[src/rtl/cam_cfg_pkg.sv]
// ============================================================================
// cam_cfg_pkg : shared op encodings, table-entry field helpers and FSM states
// Revision    : 1.0
// ============================================================================
`default_nettype none

package cam_cfg_pkg;

  localparam int ENTRY_W = 26;

  typedef enum logic [1:0] {
    OP_WR  = 2'b00,
    OP_VFY = 2'b01,
    OP_DLY = 2'b10,
    OP_END = 2'b11
  } op_t;

  typedef enum logic [3:0] {
    ST_IDLE     = 4'd0,
    ST_PWR_WAIT = 4'd1,
    ST_FETCH    = 4'd2,
    ST_DECODE   = 4'd3,
    ST_ISSUE    = 4'd4,
    ST_WAIT_I2C = 4'd5,
    ST_WAIT_DLY = 4'd6,
    ST_DONE     = 4'd7,
    ST_ERR      = 4'd8
  } state_t;

  function automatic op_t entry_op(input logic [ENTRY_W-1:0] e);
    return op_t'(e[25:24]);
  endfunction

  function automatic logic [15:0] entry_addr(input logic [ENTRY_W-1:0] e);
    return e[23:8];
  endfunction

  function automatic logic [7:0] entry_data(input logic [ENTRY_W-1:0] e);
    return e[7:0];
  endfunction

endpackage

`default_nettype wire

[src/rtl/cfg_delay_timer.sv]
// ============================================================================
// cfg_delay_timer : loadable down-counter, expired while the count sits at 0
// Revision        : 1.0
// ============================================================================
`default_nettype none

module cfg_delay_timer #(
  parameter int W       = 16,
  parameter int RST_VAL = 0
) (
  input  logic         clk,
  input  logic         rst,
  input  logic         load,
  input  logic [W-1:0] load_val,
  output logic         expired
);

  logic [W-1:0] cnt_q;
  logic [W-1:0] cnt_d;

  always_comb begin
    cnt_d = cnt_q;
    if (load) begin
      cnt_d = load_val;
    end else if (cnt_q != '0) begin
      cnt_d = cnt_q - 1'b1;
    end
  end

  // Reset value lets the power-up wait run straight out of reset.
  always_ff @(posedge clk or posedge rst) begin
    if (rst) begin
      cnt_q <= W'(RST_VAL);
    end else begin
      cnt_q <= cnt_d;
    end
  end

  assign expired = (cnt_q == '0);

endmodule

`default_nettype wire

[src/rtl/sccb_cfg_sequencer.sv]
// ============================================================================
// sccb_cfg_sequencer : walks a {op, reg_addr, data} table and drives i2c_dri
// Revision           : 1.0
// ============================================================================
`default_nettype none

module sccb_cfg_sequencer
  import cam_cfg_pkg::*;
#(
  parameter int TBL_AW    = 8,
  parameter int PWR_DLY   = 5000,
  parameter int DLY_UNIT  = 1000,
  parameter int MAX_RETRY = 3,
  parameter int ADDR16    = 1
) (
  input  logic              clk,
  input  logic              rst,
  input  logic              start,
  output logic [TBL_AW-1:0] tbl_addr,
  input  logic [25:0]       tbl_entry,
  output logic              i2c_exec,
  output logic              i2c_rh_wl,
  output logic              i2c_bit_ctrl,
  output logic [23:0]       i2c_data,
  input  logic              i2c_done,
  input  logic              i2c_ack,
  input  logic [7:0]        i2c_data_r,
  output logic              busy,
  output logic              init_done,
  output logic              init_err,
  output logic [TBL_AW-1:0] err_idx
);

  localparam int DLY_MAX = 255 * DLY_UNIT;
  localparam int TMR_MAX = (PWR_DLY > DLY_MAX) ? PWR_DLY : DLY_MAX;
  localparam int TMR_W   = $clog2(TMR_MAX + 1);

  state_t            state_q, state_d;
  logic [TBL_AW-1:0] tbl_addr_q, tbl_addr_d;
  op_t               op_q, op_d;
  logic [15:0]       addr_q, addr_d;
  logic [7:0]        data_q, data_d;
  logic [7:0]        retry_q, retry_d;
  logic              exec_q, exec_d;
  logic              rh_wl_q, rh_wl_d;
  logic [23:0]       i2c_data_q, i2c_data_d;
  logic              busy_q, busy_d;
  logic              done_q, done_d;
  logic              err_q, err_d;
  logic [TBL_AW-1:0] err_idx_q, err_idx_d;

  logic              tmr_load;
  logic [TMR_W-1:0]  tmr_val;
  logic              tmr_expired;
  logic [31:0]       dly_cycles;
  logic              last_entry;
  logic              xfer_ok;
  op_t               ent_op;

  assign ent_op     = entry_op(tbl_entry);
  assign dly_cycles = 32'(entry_data(tbl_entry)) * 32'(DLY_UNIT);
  assign last_entry = (tbl_addr_q == {TBL_AW{1'b1}});
  assign xfer_ok    = !i2c_ack && ((op_q == OP_WR) || (i2c_data_r == data_q));

  cfg_delay_timer #(
    .W       (TMR_W),
    .RST_VAL (PWR_DLY - 1)
  ) u_timer (
    .clk      (clk),
    .rst      (rst),
    .load     (tmr_load),
    .load_val (tmr_val),
    .expired  (tmr_expired)
  );

  always_comb begin
    state_d    = state_q;
    tbl_addr_d = tbl_addr_q;
    op_d       = op_q;
    addr_d     = addr_q;
    data_d     = data_q;
    retry_d    = retry_q;
    exec_d     = 1'b0;
    rh_wl_d    = rh_wl_q;
    i2c_data_d = i2c_data_q;
    done_d     = done_q;
    err_d      = err_q;
    err_idx_d  = err_idx_q;
    tmr_load   = 1'b0;
    tmr_val    = TMR_W'(PWR_DLY - 1);

    case (state_q)
      ST_IDLE: begin
        if (start) begin
          done_d     = 1'b0;
          err_d      = 1'b0;
          err_idx_d  = '0;
          tbl_addr_d = '0;
          retry_d    = '0;
          tmr_load   = 1'b1;
          state_d    = ST_PWR_WAIT;
        end
      end
      ST_PWR_WAIT: begin
        if (tmr_expired) state_d = ST_FETCH;
      end
      ST_FETCH: begin
        state_d = ST_DECODE;
      end
      ST_DECODE: begin
        op_d   = ent_op;
        addr_d = entry_addr(tbl_entry);
        data_d = entry_data(tbl_entry);
        case (ent_op)
          OP_WR, OP_VFY: state_d = ST_ISSUE;
          OP_DLY: begin
            // A zero delay still spends one cycle in WAIT_DLY.
            tmr_load = 1'b1;
            tmr_val  = (entry_data(tbl_entry) == 8'h00) ? '0 : TMR_W'(dly_cycles - 32'd1);
            state_d  = ST_WAIT_DLY;
          end
          default: state_d = ST_DONE;
        endcase
      end
      ST_ISSUE: begin
        exec_d     = 1'b1;
        rh_wl_d    = (op_q == OP_VFY);
        i2c_data_d = {((ADDR16 != 0) ? addr_q : {8'h00, addr_q[7:0]}), data_q};
        state_d    = ST_WAIT_I2C;
      end
      ST_WAIT_I2C: begin
        if (i2c_done) begin
          if (xfer_ok) begin
            retry_d = '0;
            if (last_entry) begin
              state_d = ST_DONE;
            end else begin
              tbl_addr_d = tbl_addr_q + 1'b1;
              state_d    = ST_FETCH;
            end
          end else if (retry_q < 8'(MAX_RETRY)) begin
            retry_d = retry_q + 8'd1;
            state_d = ST_ISSUE;
          end else begin
            state_d = ST_ERR;
          end
        end
      end
      ST_WAIT_DLY: begin
        if (tmr_expired) begin
          if (last_entry) begin
            state_d = ST_DONE;
          end else begin
            tbl_addr_d = tbl_addr_q + 1'b1;
            state_d    = ST_FETCH;
          end
        end
      end
      ST_DONE: begin
        done_d  = 1'b1;
        state_d = ST_IDLE;
      end
      ST_ERR: begin
        err_d     = 1'b1;
        err_idx_d = tbl_addr_q;
        state_d   = ST_IDLE;
      end
      default: state_d = ST_IDLE;
    endcase

    busy_d = (state_d != ST_IDLE);
  end

  // Reset lands in PWR_WAIT so the sequence auto-starts once rst drops.
  always_ff @(posedge clk or posedge rst) begin
    if (rst) begin
      state_q    <= ST_PWR_WAIT;
      tbl_addr_q <= '0;
      op_q       <= OP_WR;
      addr_q     <= '0;
      data_q     <= '0;
      retry_q    <= '0;
      exec_q     <= 1'b0;
      rh_wl_q    <= 1'b0;
      i2c_data_q <= '0;
      busy_q     <= 1'b0;
      done_q     <= 1'b0;
      err_q      <= 1'b0;
      err_idx_q  <= '0;
    end else begin
      state_q    <= state_d;
      tbl_addr_q <= tbl_addr_d;
      op_q       <= op_d;
      addr_q     <= addr_d;
      data_q     <= data_d;
      retry_q    <= retry_d;
      exec_q     <= exec_d;
      rh_wl_q    <= rh_wl_d;
      i2c_data_q <= i2c_data_d;
      busy_q     <= busy_d;
      done_q     <= done_d;
      err_q      <= err_d;
      err_idx_q  <= err_idx_d;
    end
  end

  assign tbl_addr     = tbl_addr_q;
  assign i2c_exec     = exec_q;
  assign i2c_rh_wl    = rh_wl_q;
  assign i2c_bit_ctrl = (ADDR16 != 0);
  assign i2c_data     = i2c_data_q;
  assign busy         = busy_q;
  assign init_done    = done_q;
  assign init_err     = err_q;
  assign err_idx      = err_idx_q;

endmodule

`default_nettype wire
[config.mk]
export PLATFORM = sky130hd
export DESIGN_NAME = sccb_cfg_sequencer
export DESIGN_NICKNAME = d
export VERILOG_FILES = /design/src/rtl/cam_cfg_pkg.sv /design/src/rtl/cfg_delay_timer.sv /design/src/rtl/sccb_cfg_sequencer.sv
export SDC_FILE = /design/constraint.sdc
export NUM_CORES = 1
export LEC_CHECK = 0
export ABC_CLOCK_PERIOD_IN_PS = 3010
export CAP_MARGIN = 20
export CELL_PAD_IN_SITES_DETAIL_PLACEMENT = 0
export CELL_PAD_IN_SITES_GLOBAL_PLACEMENT = 1
export CORE_MARGIN = 2
export CORE_UTILIZATION = 44
export DETAILED_ROUTE_END_ITERATION = 16
export PLACE_DENSITY = 0.9
export SYNTH_ARGS = -nofsm -noshare
export SYNTH_HDL_FRONTEND = slang
export SYNTH_HIERARCHICAL = 1
export SYNTH_SLANG_ARGS = --single-unit
[constraint.sdc]
create_clock -name clk -period 3.01 [get_ports clk]
set_clock_uncertainty 0.1 [all_clocks]
set_input_delay 0.602 -clock clk [delete_from_list [all_inputs] [get_ports clk]]
set_output_delay 0.602 -clock clk [all_outputs]
set_load 0.005 [all_outputs]
### Word level (Yosys, flattened, before mapping)

Index checks and enable logic that the tools add are counted.

| cells by class | value |
|---|---|
| $mul | 1 |
| add/subtract/negate cells | 4 |
| magnitude comparators | 1 |
| muxes and demuxes | 32 |
| eq/ne operators | 18 |
| reductions and logical operators | 20 |

Operator list:

| cell | number |
|---|---|
| $mux W18 | 5 |
| $mux W8 | 8 |
| $sub A18 B1 Y18 const B | 2 |
| $pmux W8 S2 | 2 |
| $pmux W4 S7 | 1 |
| $mux W4 | 6 |
| $pmux W8 S3 | 1 |
| $logic_not A18 Y1 | 1 |
| $reduce_bool A18 Y1 | 1 |
| $add A8 B1 Y8 const B | 2 |
| $eq A4 B3 Y1 const B | 4 |
| $mul A8 B7 Y15 const B | 1 |
| $eq A4 B2 Y1 const B | 2 |
| $eq A8 B8 Y1 | 1 |
| $eq A8 B8 Y1 const B | 1 |
| $logic_not A8 Y1 | 1 |
| $lt A8 B2 Y1 const B | 1 |
| $ne A2 B2 Y1 const B | 4 |
| $reduce_bool A2 Y1 | 4 |
| $pmux W1 S2 | 3 |
| $reduce_and A5 Y1 | 1 |
| $eq A2 B1 Y1 const B | 2 |
| $eq A4 B1 Y1 const B | 1 |
| $eq A4 B4 Y1 const B | 1 |
| other kinds (15) | 20 |

| storage, ports and cells | value |
|---|---|
| bits of input ports | 39 |
| output and inout port bits | 46 |
| bits in registers | 101 |

### Depth between registers and ports, before layout

| logic depth | value |
|---|---|
| depth after elaboration | 7 |
| mapped depth | 18 |
| gate-level depth less buffers | 18 |

### Modules after synthesis

The synthesis kept the hierarchy.

Modules (own cells, without submodules):

| module | area each (µm²) | instances | seq. area each (µm²) | cells each |
|---|---|---|---|---|
| sccb_cfg_sequencer | 5415.2 | 1 | 2078.2 | 519 |
| cfg_delay_timer | 1168.6 | 1 | 459.2 | 115 |

### Worst setup path after synthesis

No wires, ideal clock.

| timing | value |
|---|---|
| kind | input to register |
| start | in tbl_entry[0] |
| end | reg u_timer.cnt_q[17] |
| setup time | 0.065 ns |
| required time | 2.845 ns |
| cell stages on the path | 16 |
| buffers on the path | 0 |
| arrival time | 4.958 ns |
| slack | -2.113 ns |
| cells stage by stage | fa_1 > xor2_1 > ha_1 > fa_1 > inv_1 > fa_1 > inv_1 > ha_1 > nand2_1 > o31ai_2 > xor2_1 > a2111oi_4 > nand4_2 > or4_1 > a21oi_1 > o22a_1 |

| on the way | value |
|---|---|
| cells in the longest elaborated chain, start to end | 6 |
| elaborated cells on any way between the ends | 7 |

Ends and longest elaborated chain:

| what | RTL line | source |
|---|---|---|
| from (decl) | sccb_cfg_sequencer.sv:20 | `input logic [25:0] tbl_entry,` |
| $mul A8 B7 Y15 | sccb_cfg_sequencer.sv:61 | `assign dly_cycles = 32'(entry_data(tbl_entry)) * 32'(DLY_UNIT);` |
| $sub A18 B1 Y18 | sccb_cfg_sequencer.sv:119 | `tmr_val = (entry_data(tbl_entry) == 8'h00) ? '0 : TMR_W'(dly_cycles - 32'd1);` |
| $mux W18 (*) | sccb_cfg_sequencer.sv:119 |  |
| $mux W18 (*) | sccb_cfg_sequencer.sv:114 | `case (ent_op)` |
| $mux W18 (*) | sccb_cfg_sequencer.sv:92 | `case (state_q)` |
| net tmr_val[17] | sccb_cfg_sequencer.sv:53 | `logic [TMR_W-1:0] tmr_val;` |
| $mux W18 (*) | cfg_delay_timer.sv:23 | `if (load) begin` |
| to (signal assigned) | cfg_delay_timer.sv:33 | `cnt_q <= W'(RST_VAL);` |
| to (signal assigned) | cfg_delay_timer.sv:35 | `cnt_q <= cnt_d;` |
| to (decl) | cfg_delay_timer.sv:18 | `logic [W-1:0] cnt_q;` |

Mark *: on every way through the listed nets, which the timed path passes. The rest lies on a longest branch.
A chain may end at the register's enable or synchronous reset.

### Worst setup path in the final report

| timing | value |
|---|---|
| start | in tbl_entry[2] |
| end | reg u_timer.cnt_q[17] |

Same word-level chain as after synthesis.

==> impl_metrics.toml <==
[floorplan]
fp.dieW_um = 126
io_pins = 85
die_y_um = 126
core-area_sq_um = 14600
row_count = 44
dieArea_sq_um = 16000
initial_core_util_pct = 45.1

[power_and_ir_drop]
pwr-share-comb_pct = 58.2
p_switching_mw = 2.55
total_power_mw = 6.58
seq_power_share_pct = 24.7
power_density_nw_per_um2 = 715
swShare_pct = 38.7
pwr-share-clk_pct = 17.1
power.internal_mw = 4.03
ir_drop_v = 0.000472
leakagePower_nw = 4.09

[place]
dpl_worst_slack_ns = -2.58
placed_cell_area_sq_um = 8330
port_buffers = 83
hpwl_mm = 11.8
globalplace.congestion = 0.878

[sta]
maxSlewHeadroom_pct = 52.3
tightest_slew_ns = 0.708
fin_ws_ns = -1.77
fin_tns_setup_ns = -14.78
rsz0062_at_grt = "true"
final_max_slew_viol_count = 0
setup_violations = 11
max_clock_freq_mhz = 209
hold_viol_final = 0
fin_crit_ns = 4.78
finalCritPeriodShare_pct = 159

[setup_path]
end_kind = "register"
worstSetupStartpointType = "input pin"
reg2reg_to = "tbl_addr[6]"
ff2ff_path_depth = 7
worst-setup-path-type = "in2reg"
critPathArrivalTime_ns = 4.98
reg2reg_setup_slack_ns = 0.17
critPathRequiredTime_ns = 3.21
path_max_fanout = 5
worstReg2RegStart = "u_timer/cnt_q[13]"

[synthesis]
synth_cell_types = 74
synth_edf_count = 0
netlist_top_cells_count = "dfrtp_1, mux2_2, inv_1"
seq_area_frac_synth_pct = 38.5
ys_async_sr_fraction_pct = 100
synthCells = 634
ys.flop_type = "dfrtp_1"
yosys.area.top_type = "dfrtp_1"
netlist_top_cells_area = "dfrtp_1, mux2_2, ha_1"
syn_area_sq_um = 6580
ys_warn_count = 6
synth.most_common_cell = "dfrtp_1"
avgSynthCellArea_sq_um = 10.4
synth-seq-cells = 101
syn_nets = 739
netlist.area_leader.share_pct = 35.3

[finish]
drive_gt1_share_pct = 33.3
areaGrowthSynthToFinish_pct = 39.8
seqCellArea_sq_um = 2540
nets = 914
multi_input_area_sq_um = 4340
fillCellCount = 1114
final_core_util_pct = 63.1
final_area_sq_um = 9200
diodes = 0

[clocking]
cts_tree = "done"
clkSinkCount = 101
postCtsHoldBufs = 0
root_buffer = "clkbuf_16"
clk_pin_slew_ns = 0.07
htreeDepth = 3
clk-insertion-delay-late_ns = 0.36
clk_path_buf_depth = 2
cts-buffers-inserted = 9

[routing]
antenna_left = 0
viasPerCell = 5.45
dr.pass1.iters = 5
wirelength_mm = 17.2
vias = 5444
wl_per_cell_um = 17.2
drcViolationCount = 0
drt-initial-drc-count = 290

[run_status]
violations = "negative setup slack"
status = "complete, but fails checks"

[hold_path]
timing.hold.worst.start = "init_err"
hold_depth = 1
hold_path.class = "reg2reg"
whs_endpoint = "init_err"

[grt]
grt_usage_pct = 20.9
grt_pass1_wl_mm = 27.3
antenna_found_initial = 0
grt_pass1_vias = 5718
grt_max_degree = 55
overflow = 0

[flow_run]
maxCapViolCount = 0
-- layer usage --
layer,vias up,GRT usage [%],share of wire [%]
met5,-,0,0
met4,0,6.72,1.9
met3,30,5.61,4.8
met2,122,35.8,52
met1,2708,25.8,41
li1,2584,-,-
-- cell type report --
| type | count | share of cell area [%] |
|---|---|---|
| Sequential cell | 101 | 27.6 |
| Multi-Input combinational cell | 466 | 47.1 |
| Inverter | 50 | 2.12 |
| Timing Repair Buffer | 181 | 17.6 |
| Clock buffer | 9 | 2.45 |
| Tap cell | 184 | 2.50 |
| Clock inverter | 7 | 0.598 |
-- power by group through the flow --
stage	Combinational [mW]	Sequential, mW	Clock [mW]
finish	3.83	1.63	1.13
global route	4.10	1.64	1.20
CTS	3.08	1.63	1.15
detailed placement	2.71	1.65	0
global placement	2.64	1.64	0
floorplan	1.78	1.62	0
-- worst max-delay path by stage --
stage                       startpoint  cells past startpoint                 to  slack, ns
after global routing      tbl_entry[2]                     20  u_timer/cnt_q[15]      -1.91
after detailed placement  tbl_entry[3]                     16  u_timer/cnt_q[17]      -2.58
after global placement    tbl_entry[1]                     16  u_timer/cnt_q[17]      -2.48
final                     tbl_entry[2]                     18  u_timer/cnt_q[17]      -1.77
after CTS                 tbl_entry[3]                     16  u_timer/cnt_q[17]      -1.89
after floorplan           tbl_entry[1]                     15  u_timer/cnt_q[17]      -1.83
-- critical path, stage by stage --
cell and delay, ns:
buf_8 0.11, fa_2 0.59, xor2_1 0.18, ha_2 0.30, fa_1 0.52, inv_2 0.05
fa_1 0.45, inv_2 0.10, ha_4 0.23, a21oi_4 0.22, o31ai_4 0.12, buf_4 0.16
a2111oi_4 0.30, nor3_2 0.10, xnor2_2 0.14, or4_4 0.54, a21oi_2 0.13, o22a_1 0.15
-- flip-flops by register name (all words and copies together), names as in the netlist --
name,flops
addr_q,16
busy,1
data_q,8
err_idx,8
i2c_data,24
i2c_exec,1
i2c_rh_wl,1
init_done,1
init_err,1
op_q,2
retry_q,8
state_q,4
tbl_addr,8
u_timer/cnt_q,18
-- placed cells by master (no fill, tap or decap), drive strengths merged, types with 4 or more instances in the layout --
cell type and instances:
buf 102, dfrtp 93, clkdlybuf4s50 76, mux2 51, inv 51, nand2 47, ha 45, nor2 42
o21ai 36, xnor2 26, fa 21, a21oi 21, nand3 15, nor3 15, o31ai 13, xor2 11
or3 10, nand2b 10, clkbuf 9, or4 9, dfstp 8, a21boi 7, nor2b 7, nand4 7
nor4 7, a31oi 4, o211a 4, and2 4, a21o 4, and3 4
-- cells by family after synthesis --
family,share of synthesized area [%]
AOI/OAI and AO/OA,12.7
xor gates and xnor gates,4.92
adders and majority gates,14.9
buffers and inverters,3.90
DFF,38.5
muxes,9.03
other,0.0570
and+or+nand+nor,15.9
-- through the flow --
| stage | hold slack (ns) | instances |
|---|---|---|
| global placement | 0.368 | 961 |
| CTS | 0.393 | 985 |
| global route | 0.403 | 998 |
| finish | 0.386 | 998 |
| detailed placement | 0.378 | 961 |
| floorplan | 0.363 | 634 |
-- repair_timing --
action	in CTS	in global routing
cloned	0	0
setup buffers	8	15
endpoints found under the hold margin	0	0
pin swaps	38	49
setup endpoints to repair	11	11
gates resized for setup	63	47
Power figures use the tool's default switching activity.
